<file path="config.mk">
export PLATFORM = sky130hd
export DESIGN_NAME = store_merge_unit
export DESIGN_NICKNAME = d
export VERILOG_FILES = /design/src/rtl/store_merge_unit.sv
export SDC_FILE = /design/constraint.sdc
export NUM_CORES = 1
export LEC_CHECK = 0
export CORE_ASPECT_RATIO = 0.5
export CORE_UTILIZATION = 46
export CTS_BUF_LIST = sky130_fd_sc_hd__clkbuf_8
export CTS_CLUSTER_DIAMETER = 200
export DETAILED_ROUTE_END_ITERATION = 12
export PLACE_DENSITY = 0.94
export SKIP_LAST_GASP = 1
export SYNTH_ARGS = -nofsm -noshare
export SYNTH_HDL_FRONTEND = slang
export SYNTH_SLANG_ARGS = --single-unit
</file>
<file path="constraint.sdc">
create_clock -name clk -period 3.2 [get_ports clk]
set_input_delay 0.48 -clock clk [delete_from_list [all_inputs] [get_ports clk]]
set_output_delay 0.48 -clock clk [all_outputs]
set_load 0.01 [all_outputs]
</file>
<file path="src/rtl/store_merge_unit.sv">
// Store-side byte-lane merger: narrows a register value to sw/sh/sb width and
// writes it into a RAM without byte enables using read-modify-write.
module store_merge_unit #(
    parameter int RD_LAT = 1,
    parameter int ADDR_W = 32
) (
    input  logic              clk,
    input  logic              rst,
    input  logic              req_valid,
    output logic              req_ready,
    input  logic [1:0]        req_type,
    input  logic [ADDR_W-1:0] req_addr,
    input  logic [31:0]       req_wdata,
    output logic [ADDR_W-1:0] mem_addr,
    output logic              mem_re,
    input  logic [31:0]       mem_rdata,
    output logic              mem_we,
    output logic [31:0]       mem_wdata,
    output logic              done,
    output logic              err
);

    typedef enum logic [2:0] {IDLE, READ, WAIT, WRITE, DONE} state_t;

    state_t      state, state_nxt;
    logic [1:0]  type_q;
    logic [1:0]  lane_q;
    logic [15:0] wdata_q;
    logic        err_q;
    logic [2:0]  cnt;
    logic        accept;
    logic        req_err;

    // Overlay the narrow store data onto the old word; sw never reaches here.
    function automatic logic [31:0] merge(input logic [1:0] t, input logic [1:0] lane,
                                          input logic [15:0] wd, input logic [31:0] rd);
        logic [31:0] m;
        m = rd;
        if (t == 2'b01) begin
            if (lane[1]) m[31:16] = wd;
            else         m[15:0]  = wd;
        end else begin
            m[{lane, 3'b000} +: 8] = wd[7:0];
        end
        return m;
    endfunction

    assign req_ready = (state == IDLE) && !rst;
    assign accept    = req_valid && req_ready;
    assign req_err   = (req_type == 2'b11) ||
                       (req_type == 2'b01 && req_addr[0]) ||
                       (req_type == 2'b00 && req_addr[1:0] != 2'b00);

    assign mem_re = (state == READ);
    assign mem_we = (state == WRITE);
    assign done   = (state == DONE);
    assign err    = (state == DONE) && err_q;

    always_comb begin
        state_nxt = state;
        case (state)
            IDLE: begin
                if (accept) begin
                    if (req_err)                  state_nxt = DONE;
                    else if (req_type == 2'b00)   state_nxt = WRITE;
                    else                          state_nxt = READ;
                end
            end
            READ:    state_nxt = WAIT;
            WAIT:    if (cnt == 3'd0) state_nxt = WRITE;
            WRITE:   state_nxt = DONE;
            DONE:    state_nxt = IDLE;
            default: state_nxt = IDLE;
        endcase
    end

    always_ff @(posedge clk) begin
        if (rst) begin
            state     <= IDLE;
            mem_addr  <= '0;
            mem_wdata <= '0;
            err_q     <= 1'b0;
            cnt       <= 3'd0;
        end else begin
            state <= state_nxt;
            if (accept) begin
                type_q  <= req_type;
                lane_q  <= req_addr[1:0];
                wdata_q <= req_wdata[15:0];
                err_q   <= req_err;
                if (!req_err) mem_addr <= {req_addr[ADDR_W-1:2], 2'b00};
                if (!req_err && req_type == 2'b00) mem_wdata <= req_wdata;
            end
            if (state == READ) cnt <= 3'(RD_LAT - 1);
            // Final WAIT cycle: read data is valid, fold it into the write word.
            if (state == WAIT) begin
                cnt <= cnt - 3'd1;
                if (cnt == 3'd0) mem_wdata <= merge(type_q, lane_q, wdata_q, mem_rdata);
            end
        end
    end

endmodule

</file>
# Yosys cells after proc, flatten, opt, wreduce, memory -nomap -nowiden
# Index checks and enable logic that the tools add are counted.
# word_totals
ff_bits	89
inputBits	101
out_inout_bits	69
wordCells	56
# op_classes
add_sub_neg	2
n_eq_ne	9
n_shift	2
n_mux	15
n_bitwise	2
n_reduce_logical	18
# op_table
operator	n
$mux 32	5
$bwmux 32	1
$mux 16	2
$shift 8x7->32 const A	1
$shiftx 8x7->32	1
$mux 3	5
$pmux 3 s4	1
$neg 5->7	1
$eq 3x2->1 const B	2
$logic_and 1x1->1	6
$logic_not 3->1	2
$reduce_and 2->1	3
$eq 2x1->1 const B	2
$ne 2x2->1 const B	2
$reduce_bool 2->1	2
$eq 3x1->1 const B	1
$eq 3x3->1 const B	1
$sub 3x1->3 const B	1
$eq 2x2->1 const B	1
$logic_not 1->1	2
$logic_not 2->1	1
$logic_or 1x1->1	2
$mux 2	1
$not 1->1	2

# Longest topological paths before layout
# Gate-level depths: netlist of run 1.
# logic_depth
word_depth	10
ltp_mapped	9
depth_no_buf	7

# Least setup slack after synthesis of run 1
# No wires, ideal clock.
# synth_timing
path_kind	reg2reg
startpoint	register lane_q[1]
endpoint	register mem_wdata[16]
arrival_time_ps	2192
required_time_ps	3085
slack_ps	894
path_stages_with_launch	9
n_path_buf	2
period_less_slack_ps	2306
path_cell_list	edfxtp_1 -> clkbuf_1 -> clkinv_1 -> ha_1 -> clkbuf_1 -> nand3b_1 -> nor3_2 -> a221oi_1 -> a2111oi_0
# synth_between
elab_chain_cells	6
elab_cells_between_ends	8
classes_between	1 x add/sub; 2 x shift; 5 x mux
# synth_rtl
element	line_no	rtl
from (decl)	27	logic [1:0] lane_q;
from (signal assigned)	88	lane_q <= req_addr[1:0];
$neg 5->7	43	m[{lane, 3'b000} +: 8] = wd[7:0];
$shiftx 8x7->32 / $shift 8x7->32 (equally long branches)	43	
$bwmux 32	43	
$mux 32 *	39	if (t == 2'b01) begin
$mux 32 *	98	if (cnt == 3'd0) mem_wdata <= merge(type_q, lane_q, wdata_q, mem_rdata);
$mux 32 *	96	if (state == WAIT) begin
to (signal assigned)	92	if (!req_err && req_type == 2'b00) mem_wdata <= req_wdata;
to (signal assigned)	98	
to (decl)	18	output logic [31:0] mem_wdata,
# Mark *: on every way between the ends. The rest lies on a longest branch, timed or not.
# A chain may end at the register's enable or synchronous reset.

# Worst setup path in the final report of run 1
# layout_timing
startpoint	register lane_q[1]
endpoint	register mem_wdata[28]
# The elaborated chain is that of the path after synthesis.

==> summary.md, run 1 <==
| Metric | Value |
|---|---|
| Count leader, synth | dfxtp_1 |
| Status | completed |
| CP bufs+invs | 1 |
| Clock sinks | 89 |
| Setup CP Type | reg2reg |
| # placed instances | 733 |
| Fin util | 0.679 |
| Routed len/inst | 17.8 microns |
| Worst EP arrival | 2.87 ns |
| DR top layer | met4 |
| Worst-path clk slew | 0.09 ns |
| Total grt overflow | 0 |
| CTS resizes | 0 |
| Gate count after technology mapping | 461 |
| P_leak | about 2.4 nW |
| WHS | approximately 0.48 ns |
| Slew Viols, Final | 0 |
| TritonCTS buffer count | 9 |
| H-tree depth | 3 |
| Routed length on met1 | 5290 microns |
| Syn_area_per_cell | 9.76 sq um |
| WL met2 | 6650 microns |
| Worst-Margin Slew | roughly 0.76 ns |
| Leading area contributor after synthesis | dfxtp_1 |
| Relative slew slack | 0.490 |
| Final min period | 2.64 ns |
| Root Driver | clkbuf_8 |
| Maximum clock frequency | between 300 and 400 MHz |
| DR DRC count | 0 |
| DR vias/cell | 5.98 |
| Starting Density | 0.475 |
| Std-Cell Rows | 25 |
| Crit end category | flop |
| Port bufs | 167 |
| CP top delay family | simple AND/OR/NAND/NOR gates |
| Initial antenna violation count | 0 |
| Worst VDD drop | ~250 uV |
| Io pins | 170 |
| Worst-Skew Late Latency | 0.37 ns |
| Area of placed instances | ~0.0062 sq mm |
| Tightest Hold Check Type | reg2reg |
| Yosys cell types | 46 |
| Top post-synthesis cells by area | dfxtp_1 31%, edfxtp_1 13%, mux2i_1 9.6% |
| Ys async rst share | 0 |
| Final Cell Area | 0.00643 sq mm |
| Largest net degree at the start of global routing | 39 |
| Total Wirelength | 13300 microns |
| Hpwl dp | 9080 microns |
| Post-Syn Area | about 0.0045 sq mm |
| Die X | 142 microns |
| FF+latch count, synth | 89 |
| Post-CTS Setup Bufs | 0 |
| CP max stage cell | nor4b_4 |
| Max-cap viol count | 0 |
| Number of flops mapped to enable cells by yosys | 20 |
| YS warnings | 0 |
| ANT nets after route | 0 |
| Number of global-route vias before repair | 4461 |
| Skew final | 0.00701 ns |
| Final period utilization | 0.826 |
| Area delta synth->final | 42.9% |
| Layout cells sized above 1 | 0.0554 |
| Crit Path Max Fanout | 13 |
| Final Hold Fails | 0 |
| Router iterations before antenna repair | 5 |
| Total number of vias | 4477 |
| Core area | around 0.0095 sq mm |
| Final Instance Count excl. Fillers | 749 |
| Top cell type's share of synthesized area | 0.307 |
| Top_reg_cell synth | dfxtp_1 |
| Post-synthesis sequential area ratio | 0.440 |
| Maximum clock insertion buffer count | 2 |
| Number of hold buffers added after cts | 0 |
| Endpoints failing setup | 0 |
| Setup TNS | 0 ns |
| Nets | 717 |
| Antenna Cells | 0 |
| Total GRT Usage | 0.260 |
| CTS tree | yes |
| Critical-path cell list | clkinv_1 -> ha_1 -> nor2_1 -> nor4b_4 -> a221oi_1 -> a2111oi_0 |
| Critical Path RT | 3.42 ns |
| Die area | 0.0102 sq mm |
| Cell Pwr Density | 411 mW/mm^2 |
| Die Span Y | roughly 72 microns |
| Iteration-0 DRC Markers | between 300 and 400 |
| Global-route wire length before repair | 21000 microns |
| Max incr delay on CP | ~0.5 ns |
| Critical path startpoint category | flop |
| Met3 Routed Length | 1040 microns |
| Synth cell count leaders | 69 x dfxtp_1, 50 x a21oi_1, 43 x mux2i_1 |
| RSZ-0062 raised after global routing | no |
| GP Congestion | 0.867 |
[state kept, by name (all words and copies together), names as in the netlist]
| signal | cells |
|---|---|
| mem_addr | 30 |
| type_q | 2 |
| cnt | 3 |
| state | 3 |
| mem_wdata | 32 |
| lane_q | 2 |
| err_q | 1 |
| wdata_q | 16 |
[kinds of logic (layout without fill, tap and decap cells)]
logic type / after synthesis / count (layout) / synth area share
flip-flops: 89 / 89 / 0.440
other: 1 / 2 / 0.000833
buffers and inverters: 51 / 203 / 0.0553
AO/OA/AOI/OAI: 167 / 167 / 0.252
AND/OR/NAND/NOR: 103 / 103 / 0.137
adder cells (fa/ha/maj): 7 / 7 / 0.0195
multiplexers: 43 / 43 / 0.0956
[layer usage]
metal	GRT usage	up-vias
li1	-	2074
met1	0.296	2157
met2	0.467	209
met3	0.0706	37
met4	0.114	0
met5	0	-
[cell usage in the layout, fill, tap and decap left out, types with 2 or more instances in the layout]
master | synthesis | final
clkinv_1 | 2 | 2
conb_1 | 1 | 2
nor3_1 | 2 | 2
mux2i_1 | 43 | 43
a221o_1 | 10 | 10
edfxtp_1 | 20 | 20
nand2b_1 | 3 | 3
dfxtp_1 | 69 | 69
a21oi_1 | 50 | 50
buf_4 | 5 | 9
inv_4 | 0 | 2
nand3_1 | 31 | 31
a211oi_1 | 24 | 24
o22ai_1 | 2 | 2
nor2b_1 | 27 | 27
a221oi_1 | 21 | 21
a22oi_1 | 3 | 3
ha_1 | 7 | 7
clkbuf_8 | 0 | 10
a2111oi_0 | 22 | 22
o21ai_0 | 30 | 30
nor2_1 | 11 | 11
inv_1 | 8 | 7
nand2_1 | 5 | 5
clkdlybuf4s50_1 | 0 | 166
and2_1 | 10 | 10
[area by class of cell]
type,count,area (sq um)
Clock inverter,6,63.8
Multi-Input combinational cell,322,2290
Inverter,10,37.5
Timing Repair Buffer,177,1750
Tap cell,135,169
Clock buffer,10,138
Sequential cell,89,1980
Fill cell,721,3050
[report_power, final]
group          leakage (nW)  internal (mW)  switching, mW
Combinational          1.51          0.300          0.261
Sequential            0.746           1.22         0.0529
Clock                 0.104          0.385          0.423
[worst min-delay path, delay by kind of cell, from the launching register on]
kind,cells,cell delay [ns]
AO/OA/AOI/OAI,2,0.12
flip-flops,1,0.31
[worst paths after layout]
path / from / endpoint / slack [ns] / cells past startpoint
max: lane_q[1]$_DFFE_PP_ / mem_wdata[28]$_SDFF_PP0_ / 0.56 / 6
max reg2reg: lane_q[1]$_DFFE_PP_ / mem_wdata[28]$_SDFF_PP0_ / 0.56 / 6
min: mem_addr[31]$_SDFFE_PP0P_ / mem_addr[31]$_SDFFE_PP0P_ / 0.48 / 2
min reg2reg: mem_addr[31]$_SDFFE_PP0P_ / mem_addr[31]$_SDFFE_PP0P_ / 0.48 / 2
[metrics by stage]
stage          total power, mW  setup slack (ns)
2_1_floorplan             1.54             0.894
3_3_place_gp              1.83             0.768
3_5_place_dp              1.85             0.520
4_1_cts                   2.66             0.579
5_1_grt                   2.75             0.358
6_report                  2.64             0.557
Power figures use the tool's default switching activity.
==> run 2: changes to the inputs <==
- clock period: 3.2 -> 2.7 ns (I/O delays scaled with it)
==> run 2 against run 1 <==
Final area is 0.19% lower. Wire length is 0.49% lower. Global-route usage is 0.27 points lower. Combinational power is 18% higher. Clock skew is 0.0052 ns higher. Critical path type unchanged. Critical endpoint is now mem_wdata[27]$_SDFF_PP0_. Largest cell class unchanged.
==> summary.md, run 2 (synthesis gave the netlist of run 1 again) <==
| Metric | Value |
|---|---|
| Status | completed |
| Sequential power share | 0.498 |
| Maximum clock frequency | 416 MHz |
| DR vias/cell | 5.82 |
| Place WS | approximately 0.16 ns |
| CP max stage cell | nor4b_4 |
| Hold_sp | rst |
| CP bufs+invs | 1 |
| Internal power | 2.16 mW |
| Clock sinks | 89 |
| Combined area of the multi-input logic cells | 0.00229 sq mm |
| Top Usage Layer GRT | met2 |
| Setup ws final | 0.297 ns |
| Initial antenna violation count | 0 |
| Max-cap viol count | 0 |
| Hold path cells | 3 |
| Hpwl dp | approximately 9000 microns |
| Hold Path Sink | state[0]$_SDFFE_PP0P_ |
| Nets | 718 |
| DR DRC count | 0 |
| Biggest regs | mem_wdata: 32 flops, mem_addr: 30 flops, wdata_q: 16 flops |
| Commonest cells after routing, fill and taps aside | 166 x clkdlybuf4s50_1, 69 x dfxtp_1, 50 x a21oi_1 |
| P_leak | 2.35 nW |
| Starting Density | 0.475 |
| Setup TNS | 0 ns |
| Met2 GRT Util | 0.433 |
| Endpoints failing setup | 0 |
| Clk network pwr share | 0.283 |
| Largest net degree at the start of global routing | 53 |
| Slew Viols, Final | 0 |
| Total grt overflow | 0 |
| WHS | approximately 0.36 ns |
| Gate power share | 0.219 |
| H-tree depth | 3 |
| Pwr Total | 3.03 mW |
| Largest register FFs | 32 |
| Worst-Margin Slew | 0.804 ns |
| Die area | 0.0102 sq mm |
| Crit end category | flop |
| Layout cells sized above 1 | 0.0553 |
| Tightest Hold Check Type | in2reg |
| Total GRT Usage | 0.257 |
| # fillers | 731 |
| CTS tree | yes |
| Cell Pwr Density | around 470 mW/mm^2 |
| Setup CP Type | reg2reg |
| Worst-path clk slew | 0.09 ns |
| Crit Path Max Fanout | 13 |
| Iteration-0 DRC Markers | around 350 |
| Critical-path cell list | clkinv_1 -> ha_1 -> nor2_1 -> nor4b_4 -> a221oi_1 -> a2111oi_0 |
| Met3 usage | 0.0693 |
| Largest Register | mem_wdata |
| Critical path startpoint category | flop |
| Switching Fraction | 0.286 |
| R2r worst-path depth | 6 |
| Root Driver | clkbuf_8 |
| Post-CTS Setup Bufs | 0 |
| Std-Cell Rows | 25 |
| RSZ-0062 raised after global routing | no |
| ANT nets after route | 0 |
| Critical Path RT | 2.93 ns |
| Seq. cell area | 0.00198 sq mm |
| TritonCTS buffer count | 9 |
| Core area | 0.00948 sq mm |
| RR Endpoint | mem_wdata[27]$_SDFF_PP0_ |
| Maximum clock insertion buffer count | 2 |
| RR Startpoint | lane_q[1]$_DFFE_PP_ |
| Area delta synth->final | 42.6% |
| Routed len/inst | 17.7 microns |
| Skew final | 0.0122 ns |
| Worst reg2reg setup slack | 0.30 ns |
| Net Sw Power | 0.866 mW |
| Die X | 142 microns |
| Router iterations before antenna repair | 5 |
| Global-route wire length before repair | between 20000 and 25000 microns |
| Antenna Cells | 0 |
| Total Wirelength | 13300 microns |
| GP Congestion | 0.855 |
| Final Hold Fails | 0 |
| Number of global-route vias before repair | about 4400 |
| Worst-Skew Late Latency | between 0.3 and 0.4 ns |
| Total number of vias | 4363 |
| Max incr delay on CP | 0.48 ns |
| Port bufs | 167 |
| Relative slew slack | 0.464 |
| Final period utilization | 0.890 |
| CP top delay family | simple AND/OR/NAND/NOR gates |
| Final min period | ~2.4 ns |
| Number of hold buffers added after cts | 0 |
| Worst VDD drop | 302 uV |
| Io pins | 170 |
| Worst EP arrival | roughly 2.6 ns |
| Commonest non-fill, non-tap cell in the layout | clkdlybuf4s50_1 |
| Die Span Y | 71.9 microns |
| Met1 usage | 0.312 |
| CTS resizes | 0 |
-- run 2: cell count changes in the layout (fill, tap and decap cells not counted), sizes merged --
| cell | before | now |
|---|---|---|
| clkinvlp | 1 | 3 |
| bufinv | 1 | 0 |
| buf | 11 | 12 |
| inv | 11 | 10 |
-- run 2: power by group through the flow --
stage               clock network [mW]  logic [mW]  registers, mW
floorplan                            0       0.281           1.55
global placement                     0       0.644           1.53
detailed placement                   0       0.660           1.54
CTS                              0.877       0.663           1.51
global route                     0.936       0.717           1.52
finish                           0.857       0.664           1.51
-- run 2: how the worst max path moves through the flow --
stage / startpoint / slack [ns] / to / depth (start not counted)
detailed placement: req_type[1] / 0.16 / mem_wdata[10]$_SDFF_PP0_ / 6
global route: lane_q[1]$_DFFE_PP_ / 0.008 / mem_wdata[25]$_SDFF_PP0_ / 6
global placement: req_type[1] / 0.32 / mem_wdata[10]$_SDFF_PP0_ / 6
CTS: lane_q[1]$_DFFE_PP_ / 0.32 / mem_wdata[25]$_SDFF_PP0_ / 6
finish: lane_q[1]$_DFFE_PP_ / 0.30 / mem_wdata[27]$_SDFF_PP0_ / 6
floorplan: lane_q[1]$_DFFE_PP_ / 0.39 / mem_wdata[16]$_SDFF_PP0_ / 8
-- run 2: worst reg2reg max path: cells and delay by family (launching register included) --
kind	cells	cell delay (ns)
flops	1	0.38
compound gates	2	0.48
simple gates	2	0.68
fa+ha+maj	1	0.46
buf+inv	1	0.30
-- run 2: metrics by stage --
stage	utilization	cell area, sq um	std cells
2_1_floorplan	-	4500	462
3_3_place_gp	0.658	6240	734
3_5_place_dp	0.658	6240	734
4_1_cts	0.677	6420	750
5_1_grt	0.677	6420	750
6_report	0.677	6420	750
-- run 2: final cells by class --
cell class,instances,share of cell area
Multi-Input combinational cell,322,0.356
Sequential cell,89,0.309
Timing Repair Buffer,178,0.274
Tap cell,135,0.0263
Clock buffer,10,0.0214
Clock inverter,6,0.00682
Inverter,10,0.00585
-- run 2: metal layers --
layer / wire length (microns) / part of all wire / vias up
li1: - / - / 2070
met2: 6320 / 0.48 / 197
met4: 413 / 0.031 / 0
met5: 0 / 0 / -
met3: 1080 / 0.082 / 43
met1: 5440 / 0.41 / 2053
==> run 3: changes to the inputs <==
- RECOVER_POWER: default -> 25
- REMOVE_ABC_BUFFERS: default -> 1
==> run 3 against run 2 <==
Setup slack worse by 0.019 ns. Critical path type unchanged. Via count up 2.1%. Cell count up 0.27%. Die area unchanged. Non-clock buffer count up 2. Critical endpoint is now mem_wdata[28]$_SDFF_PP0_. Clock skew down 0.0011 ns. Clock power down 5.7%. Core utilization about the same.
==> summary.md, run 3 (synthesis gave the netlist of run 1 again) <==
| Metric | Value |
|---|---|
| Commonest cells after routing, fill and taps aside | 126 x clkdlybuf4s50_1, 69 x dfxtp_1, 50 x a21oi_1 |
| GP Congestion | 0.846 |
| Worst-path clk slew | 0.09 ns |
| Core area | between 0.009 and 0.01 sq mm |
| Die area | 0.0102 sq mm |
| CTS resizes | 0 |
| Total number of vias | 4454 |
| Area of placed instances | 0.00625 sq mm |
| R2r worst-path depth | 6 |
| Tightest Hold Check Type | in2reg |
| Slew Viols, Final | 0 |
| Worst EP arrival | 2.65 ns |
| Relative slew slack | 0.467 |
| Area delta synth->final | 42.6% |
| Setup CP Type | reg2reg |
| Total GRT Usage | 0.262 |
| RSZ-0062 raised after global routing | no |
| Clock sinks | 89 |
| Root Driver | clkbuf_8 |
| Number of hold buffers added after cts | 0 |
| Seq. cell area | 0.00198 sq mm |
| Hpwl dp | 9440 microns |
| Largest register FFs | 32 |
| CTS tree | yes |
| Total grt overflow | 0 |
| # fillers | 710 |
| Critical path startpoint category | flop |
| Worst-Skew Late Latency | 0.36 ns |
| P_leak | 2.43 nW |
| Total Wirelength | about 14000 microns |
| Router iterations before antenna repair | 5 |
| Endpoints failing setup | 0 |
| Max-cap viol count | 0 |
| Critical Path RT | 2.92 ns |
| Port bufs | ~170 |
| Initial antenna violation count | 0 |
| # placed instances | 736 |
| H-tree depth | 3 |
| Crit Path Max Fanout | 11 |
| DR vias/cell | 5.92 |
| Io pins | 170 |
| Global-route wire length before repair | approximately 21000 microns |
| Final period utilization | 0.897 |
| Starting Density | 0.475 |
| Setup ws final | 0.278 ns |
| Iteration-0 DRC Markers | 422 |
| Combined area of the multi-input logic cells | 0.00229 sq mm |
| Biggest regs | mem_wdata: 32 flops, mem_addr: 30 flops, wdata_q: 16 flops |
| Largest Register | mem_wdata |
| Final Hold Fails | 0 |
| Worst VDD drop | 241 uV |
| TritonCTS buffer count | 9 |
| Layout cells sized above 1 | 0.0567 |
| Status | completed |
| Hold path cells | 2 |
| Post-CTS Setup Bufs | 0 |
| Die X | 142 microns |
| ANT nets after route | 0 |
| Nets | 720 |
| Largest net degree at the start of global routing | 67 |
| Maximum clock insertion buffer count | 2 |
| DR DRC count | 0 |
| Skew final | 0.0111 ns |
| Routed len/inst | 18.1 microns |
| Cell Pwr Density | around 460 mW/mm^2 |
| Final Cell Area | 0.00642 sq mm |
| Std-Cell Rows | 25 |
| Die Span Y | 71.9 microns |
| Antenna Cells | 0 |
| Commonest non-fill, non-tap cell in the layout | clkdlybuf4s50_1 |
| Place WS | between 0.15 and 0.2 ns |
| Worst-Margin Slew | about 0.8 ns |
| Final min period | 2.42 ns |
| Crit end category | flop |
| Maximum clock frequency | between 400 and 500 MHz |
| Number of global-route vias before repair | between 4000 and 5000 |
| Final Instance Count excl. Fillers | 752 |
## run 3: cell types whose count changed in the layout (fill, tap and decap cells not counted), moves of 2 or more
cell             change
clkdlybuf4s50_1     -40
clkinv_2             +2
clkinvlp_4           -2
dlygate4sd3_1       +40
## run 3: where the power goes
| part | internal, mW | total [mW] | switching [mW] | leakage (nW) |
|---|---|---|---|---|
| combinational | 0.347 | 0.660 | 0.313 | 1.59 |
| sequential | 1.45 | 1.51 | 0.0614 | 0.746 |
| clock | 0.327 | 0.808 | 0.480 | 0.0919 |
| total | 2.12 | 2.98 | 0.855 | 2.43 |
## run 3: metrics by stage
step	utilization	hold WS, ns	power [mW]	setup TNS, ns
3_3_place_gp	0.660	0.446	2.18	0
6_report	0.677	0.252	2.98	0
3_5_place_dp	0.660	0.455	2.20	0
2_1_floorplan	-	0.430	1.80	-15.99
5_1_grt	0.677	0.236	3.11	0
4_1_cts	0.677	0.235	3.00	0
## run 3: layer usage
metal  up-vias  routed length, microns  track usage
li1       2084                       -            -
met1      2075                    5600        0.313
met2       240                    6550        0.450
met3        55                    1020       0.0706
met4         0                     444        0.118
met5         -                       0            0
## run 3: worst paths after layout
kind | startpoint | endpoint | slack [ns]
min reg2reg | cnt[0]$_SDFFE_PP0P_ | cnt[0]$_SDFFE_PP0P_ | 0.47
max reg2reg | lane_q[1]$_DFFE_PP_ | mem_wdata[28]$_SDFF_PP0_ | 0.28
max | lane_q[1]$_DFFE_PP_ | mem_wdata[28]$_SDFF_PP0_ | 0.28
min | rst | mem_addr[6]$_SDFFE_PP0P_ | 0.25
## run 3: critical path, stage by stage, from the launching register on
cell	delay (ns)
edfxtp_1	0.38
clkinv_1	0.32
ha_2	0.43
nor2_1	0.18
nor4b_4	0.46
a221oi_1	0.14
a2111oi_0	0.38
## run 3: layout make-up
type | instances | share of cell area
sequential | 89 | 0.309
clock inverter | 7 | 0.00624
multi-input combinational | 322 | 0.357
timing repair buffer | 180 | 0.277
tap | 135 | 0.0263
clock buffer | 9 | 0.0193
inverter | 10 | 0.00585
